===== src/rtl/dmem_responder.sv =====
// Stallable data-memory target for the core's load/store port: valid/ready request in,
// programmable wait states, byte/half/word access on a word array, extended data or error out.
module dmem_responder #(
  parameter int DEPTH_WORDS = 64,
  parameter int WAIT_STATES = 1
) (
  input  logic        clk,
  input  logic        reset,
  input  logic        req_valid,
  output logic        req_ready,
  input  logic        req_we,
  input  logic [31:0] req_addr,
  input  logic [2:0]  req_funct3,
  input  logic [31:0] req_wdata,
  output logic        resp_valid,
  input  logic        resp_ready,
  output logic [31:0] resp_rdata,
  output logic        resp_err
);

  // state  | meaning
  // S_IDLE | ready for a request
  // S_WAIT | counting down wait states for the latched request
  // S_RESP | response held until the core takes it
  typedef enum logic [1:0] {S_IDLE, S_WAIT, S_RESP} state_t;

  localparam int         AW      = (DEPTH_WORDS > 1) ? $clog2(DEPTH_WORDS) : 1;
  localparam logic [3:0] WS      = 4'(WAIT_STATES);
  localparam logic [29:0] DEPTH_L = 30'(DEPTH_WORDS);

  state_t      r_state, w_state_nxt;
  logic [3:0]  r_cnt;
  logic        r_we;
  logic [31:0] r_addr;
  logic [2:0]  r_funct3;
  logic [31:0] r_wdata;
  logic [31:0] r_rdata;
  logic        r_err;
  logic [31:0] r_mem [DEPTH_WORDS];

  logic          w_accept;
  logic          w_enter_resp;
  logic          w_we;
  logic [31:0]   w_addr;
  logic [2:0]    w_funct3;
  logic [31:0]   w_wdata;
  logic          w_err;
  logic [AW-1:0] w_idx;
  logic [31:0]   w_word;
  logic [31:0]   w_wr_word;
  logic [31:0]   w_rep;
  logic [3:0]    w_be;
  logic [7:0]    w_byte;
  logic [15:0]   w_half;
  logic [31:0]   w_ld_data;

  assign req_ready  = (r_state == S_IDLE);
  assign resp_valid = (r_state == S_RESP);
  assign resp_rdata = r_rdata;
  assign resp_err   = r_err;
  assign w_accept   = req_valid && req_ready;

  always_comb begin
    w_state_nxt = r_state;
    case (r_state)
      S_IDLE: if (req_valid) w_state_nxt = (WS == 4'd0) ? S_RESP : S_WAIT;
      S_WAIT: if (r_cnt <= 4'd1) w_state_nxt = S_RESP;
      S_RESP: if (resp_ready) w_state_nxt = S_IDLE;
      default: w_state_nxt = S_IDLE;
    endcase
  end

  assign w_enter_resp = (w_state_nxt == S_RESP) && (r_state != S_RESP);

  // With zero wait states the access happens on the accept edge, so use the live request.
  assign w_we     = (r_state == S_IDLE) ? req_we     : r_we;
  assign w_addr   = (r_state == S_IDLE) ? req_addr   : r_addr;
  assign w_funct3 = (r_state == S_IDLE) ? req_funct3 : r_funct3;
  assign w_wdata  = (r_state == S_IDLE) ? req_wdata  : r_wdata;

  always_comb begin
    w_err = 1'b0;
    case (w_funct3)
      3'b000, 3'b100: w_err = 1'b0;
      3'b001, 3'b101: w_err = w_addr[0];
      3'b010:         w_err = (w_addr[1:0] != 2'b00);
      default:        w_err = 1'b1;
    endcase
    if (w_we && w_funct3[2]) w_err = 1'b1;
    if (w_addr[31:2] >= DEPTH_L) w_err = 1'b1;
  end

  assign w_idx  = w_addr[AW+1:2];
  assign w_word = r_mem[w_idx];

  always_comb begin
    w_be  = 4'b1111;
    w_rep = w_wdata;
    case (w_funct3[1:0])
      2'b00: begin
        w_be  = 4'b0001 << w_addr[1:0];
        w_rep = {4{w_wdata[7:0]}};
      end
      2'b01: begin
        w_be  = w_addr[1] ? 4'b1100 : 4'b0011;
        w_rep = {2{w_wdata[15:0]}};
      end
      default: begin
        w_be  = 4'b1111;
        w_rep = w_wdata;
      end
    endcase
    w_wr_word = w_word;
    for (int i = 0; i < 4; i++) begin
      if (w_be[i]) w_wr_word[8*i +: 8] = w_rep[8*i +: 8];
    end
  end

  always_comb begin
    case (w_addr[1:0])
      2'b00:   w_byte = w_word[7:0];
      2'b01:   w_byte = w_word[15:8];
      2'b10:   w_byte = w_word[23:16];
      default: w_byte = w_word[31:24];
    endcase
    w_half = w_addr[1] ? w_word[31:16] : w_word[15:0];
    case (w_funct3)
      3'b000:  w_ld_data = {{24{w_byte[7]}}, w_byte};
      3'b100:  w_ld_data = {24'h0, w_byte};
      3'b001:  w_ld_data = {{16{w_half[15]}}, w_half};
      3'b101:  w_ld_data = {16'h0, w_half};
      default: w_ld_data = w_word;
    endcase
  end

  always_ff @(posedge clk) begin
    if (reset) begin
      r_state <= S_IDLE;
      r_cnt   <= 4'd0;
      r_rdata <= 32'h0;
      r_err   <= 1'b0;
    end else begin
      r_state <= w_state_nxt;
      if (w_accept) begin
        r_cnt <= WS;
      end else if (r_state == S_WAIT) begin
        r_cnt <= r_cnt - 4'd1;
      end
      if (w_enter_resp) begin
        r_err   <= w_err;
        r_rdata <= (w_err || w_we) ? 32'h0 : w_ld_data;
      end
    end
  end

  always_ff @(posedge clk) begin
    if (w_accept) begin
      r_we     <= req_we;
      r_addr   <= req_addr;
      r_funct3 <= req_funct3;
      r_wdata  <= req_wdata;
    end
  end

  // Array is never cleared; a reset edge suppresses any write that would land on it.
  always_ff @(posedge clk) begin
    if (!reset && w_enter_resp && w_we && !w_err) begin
      r_mem[w_idx] <= w_wr_word;
    end
  end

endmodule


===== config.mk =====
export PLATFORM = sky130hd
export DESIGN_NAME = dmem_responder
export DESIGN_NICKNAME = d
export VERILOG_FILES = /design/src/rtl/dmem_responder.sv
export SDC_FILE = /design/constraint.sdc
export NUM_CORES = 2
export LEC_CHECK = 0
export ABC_AREA = 1
export BUFFER_PORTS_ARGS = -buffer_cell sky130_fd_sc_hd__buf_4
export CAP_MARGIN = 20
export CORE_MARGIN = 10
export CORE_UTILIZATION = 25
export DETAILED_ROUTE_END_ITERATION = 16
export GPL_TIMING_DRIVEN = 0
export PLACE_DENSITY = 0.42
export SLEW_MARGIN = 20
export SYNTH_ARGS = -nofsm -noshare
export SYNTH_HDL_FRONTEND = slang
export SYNTH_SLANG_ARGS = --single-unit

===== constraint.sdc =====
create_clock -name clk -period 5.5 [get_ports clk]
set_input_delay 0.825 -clock clk [delete_from_list [all_inputs] [get_ports clk]]
set_output_delay 0.825 -clock clk [all_outputs]
set_load 0.02 [all_outputs]

==> results.sh <==
export IMPL_post_route_drc_count=0
export IMPL_cts_inserted_buffers=235
export IMPL_pwr_share_clk=0.343
export IMPL_worst_slew_margin_rel=0.102
export IMPL_std_cell_rows=215
export IMPL_ios=107
export IMPL_synth_avg_cell_area_um2=11.9
export IMPL_cts_tree="built"
export IMPL_portBuffers=106
export IMPL_drive_gt1_frac=0.127
export IMPL_fin_crit_sh=1.02
export IMPL_setup_viol=15
export IMPL_hold_buffers=0
export IMPL_failed_checks="negative setup slack"
export IMPL_fin_area_mm2=0.107
export IMPL_arrival_ns=6.15
export IMPL_p_sw_frac=0.306
export IMPL_ant_nets=0
export IMPL_synth_distinct_cells=40
export IMPL_status="complete, but fails checks"
export IMPL_ir_drop_mv=0.361
export IMPL_crit_start="r_state[0]$_SDFF_PP0_"
export IMPL_firstDrtPassIters=6
export IMPL_p_per_area_mw_per_mm2=415
export IMPL_syn_cell_area_mm2=0.0862
export IMPL_max_freq_mhz=179
export IMPL_clock_sinks=2155
export IMPL_finClkSkew_ns=0.0998
export IMPL_htreeDepth=4
export IMPL_fill_cells=34719
export IMPL_cp_end_kind="flip-flop"
export IMPL_detail_route_wl_per_cell_um=29.1
export IMPL_crit_required_ns=6.05
export IMPL_hold_viol=0
export IMPL_min_delay_path_class="primary input to flip-flop"
export IMPL_p_comb_frac=0.210
export IMPL_grt_start_max_net_pins=50
export IMPL_layout_min_cycle_time_ns=5.60
export IMPL_syn_nets=7330
export IMPL_path_class="flip-flop to flip-flop"
export IMPL_clock_path_buffers=4
export IMPL_clk_latency_ns=0.93
export IMPL_die_width_um=607
export IMPL_routed_wl_um=366000
export IMPL_p_sw_mw=13.5
export IMPL_place_gp_congestion=0.871
export IMPL_antenna_found_initial=16
export IMPL_fin_setup_tns_ns=-0.909
export IMPL_area_growth_pct=23.8
export IMPL_p_int_mw=30.7
export IMPL_grt_usage=0.188
export IMPL_finalPower_mw=44.3
export IMPL_drt_initial_drc_count=7094
export IMPL_cap_violations=0
export IMPL_yosysWarnings=0
export IMPL_dieArea_mm2=0.369
export IMPL_dp_hpwl_um=260000
export IMPL_rr_startpoint="r_state[0]$_SDFF_PP0_"
export IMPL_path_max_fanout=10
export IMPL_cts_root_buf="clkbuf_16"
export IMPL_finalMaxSlewViolations=0
export IMPL_p_seq_frac=0.448
export IMPL_ys_seq_area_frac=0.746
export IMPL_viasPerCell=4.81
export IMPL_post_place_ws_ns=-0.388
export IMPL_synthCells=7256
export IMPL_rsz0062_at_grt="true"
export IMPL_hp_start="req_wdata[19]"
export IMPL_final_nets=7935
export IMPL_place_area_mm2=0.0992
export IMPL_critPathLaunchType="flip-flop"
export IMPL_grt_pass1_vias=57534
export IMPL_path_clk_slew_ns=0.06
export IMPL_worst_slew_pin_slew_ns=1.35
export IMPL_vias=60529
export IMPL_grt_pass1_wl_um=490000
export IMPL_core_mm2=0.343
export IMPL_grt_overflow=0
export IMPL_setup_ws_ns=-0.0975
export IMPL_start_util=0.251
export IMPL_power_leakage_nw=38.2
export IMPL_die_height_um=607
export IMPL_ys_ff_latch=2155
==> layer usage <==
metal  share of wire  track usage  routed length (µm)
met5               0            0                   0
met4           0.049       0.0811               18100
met3           0.074       0.0310               27000
met2            0.47        0.308              171000
met1            0.41        0.247              151000
==> worst paths after layout <==
check,endpoint,slack (ns),depth (start not counted)
worst min-delay path,r_wdata[19]$_DFFE_PP_,0.08,1
worst max-delay path,r_mem[9][10]$_DFFE_PP_,-0.1,11
worst min register to register,resp_rdata[14]$_SDFFE_PP0N_,0.47,2
worst max register to register,r_mem[9][10]$_DFFE_PP_,-0.1,11
==> kinds of logic (layout without fill, tap and decap cells) <==
| family | after synthesis | count (layout) | synth area share |
|---|---|---|---|
| compound gates | 945 | 948 | 0.0617 |
| simple gates | 3423 | 3423 | 0.156 |
| mux | 13 | 13 | 0.00151 |
| other cells | 0 | 4 | 0 |
| fa+ha+maj | 2 | 2 | 0.000290 |
| buf+inv | 717 | 1487 | 0.0342 |
| xor+xnor | 1 | 1 | 0.000102 |
| flops | 2155 | 2155 | 0.746 |
==> cell type report <==
cell class / count / area [µm²] / share of cell area
clock buffer: 287 / 6160 / 0.0577
buffer: 369 / 1690 / 0.0158
tap: 4557 / 5700 / 0.0534
clock inverter: 118 / 971 / 0.00910
inverter: 348 / 1310 / 0.0123
timing repair buffer: 365 / 6660 / 0.0624
antenna: 4 / 10.0 / 0.0000938
multi-input combinational: 4387 / 19900 / 0.186
sequential: 2155 / 64300 / 0.603
==> state kept, by name, summed over array words and instances, names as in the netlist <==
| name | flops |
|---|---|
| r_cnt | 4 |
| resp_rdata | 32 |
| r_we | 1 |
| r_addr | 32 |
| r_mem | 2048 |
| r_funct3 | 3 |
| r_state | 2 |
| resp_err | 1 |
| r_wdata | 32 |
==> cells in the final DEF, fill, tap and decap left out, types with 10 or more instances in the layout <==
master / instances
inv_1: 343
buf_12: 107
buf_2: 145
buf_16: 126
buf_1: 29
clkbuf_1: 194
or2_2: 26
o21ai_4: 29
nand4_1: 51
buf_4: 137
o22ai_1: 196
dfxtp_1: 39
clkinv_2: 33
nor3_1: 42
a21oi_1: 76
edfxtp_1: 2116
bufinv_16: 15
nor2_4: 64
nand2_1: 2020
o21ai_0: 546
clkbuf_2: 27
o22a_1: 74
nor2_2: 10
mux2i_1: 13
clkbuf_16: 237
nor4_1: 12
nand3b_1: 25
nor2_1: 1005
nand3_1: 148
clkinv_1: 54
==> power by group through the flow <==
stage / Combinational (mW) / Sequential (mW) / Clock (mW)
finish: 9.28 / 19.8 / 15.2
global route: 9.81 / 19.8 / 16.1
CTS: 9.15 / 19.8 / 15.4
detailed placement: 9.11 / 20.2 / 0
global placement: 7.55 / 20.9 / 0
floorplan: 3.72 / 20.5 / 0
==> per-stage QoR <==
step / utilization / hold slack, ns / std cells
final: 0.311 / 0.0832 / 12590
after global routing: 0.311 / 0.0534 / 12590
after CTS: 0.310 / 0.0305 / 12561
after detailed placement: 0.289 / 0.465 / 12154
after global placement: 0.270 / 0.460 / 11919
after floorplan: - / 0.448 / 7256
==> cells in the mapped netlist <==
| cell | count | area (µm²) |
|---|---|---|
| nand3_1 | 149 | 746 |
| clkinv_1 | 2 | 7.51 |
| mux2i_1 | 13 | 130 |
| inv_1 | 344 | 1290 |
| or2_2 | 26 | 163 |
| dfxtp_1 | 39 | 781 |
| o221ai_1 | 11 | 96.3 |
| xnor2_1 | 1 | 8.76 |
| buf_6 | 3 | 33.8 |
| and2_0 | 1 | 6.26 |
| nand3b_1 | 25 | 188 |
| nand2_1 | 2021 | 7590 |
| o211ai_1 | 4 | 30.0 |
| o22ai_1 | 196 | 1230 |
| o21a_1 | 1 | 7.51 |
| nor4_1 | 12 | 75.1 |
| nor2_1 | 1075 | 4040 |
| nor3_4 | 1 | 16.3 |
| buf_1 | 30 | 113 |
| or4_1 | 1 | 7.51 |
| edfxtp_1 | 2116 | 63500 |
| o21ai_1 | 4 | 20.0 |
| nand4_1 | 51 | 319 |
| and2_1 | 1 | 6.26 |
| ha_1 | 2 | 25.0 |
| o21ai_2 | 2 | 17.5 |
| nor2_2 | 4 | 25.0 |
| nand3_2 | 2 | 20.0 |
| nor3b_1 | 1 | 7.51 |
| nand2_2 | 4 | 25.0 |
| buf_2 | 145 | 726 |
| clkbuf_1 | 177 | 664 |
| nor3_1 | 48 | 240 |
| or3_1 | 1 | 6.26 |
| o31ai_1 | 1 | 7.51 |
| inv_2 | 2 | 7.51 |
| buf_4 | 14 | 105 |
| a21oi_1 | 77 | 385 |
| o22a_1 | 74 | 648 |
| o21ai_0 | 575 | 2880 |
==> what timing repair did <==
action / in CTS / in global routing
pin swaps: 3 / 12
gates resized for setup: 2 / 19
cloned: 1 / 2
endpoints found under the setup margin: 163 / 410
buffers inserted: 1 / 23
==> critical path, cell delays in order, from the launching register on <==
cell	delay (ns)
dfxtp_1	0.38
nor2_2	0.07
buf_4	0.17
o21ai_1	0.59
inv_1	0.27
nor2_2	0.62
clkbuf_2	0.60
clkbuf_2	0.68
inv_1	0.58
nor2_4	0.76
buf_16	0.25
buf_16	0.18
Power figures use the tool's default switching activity.
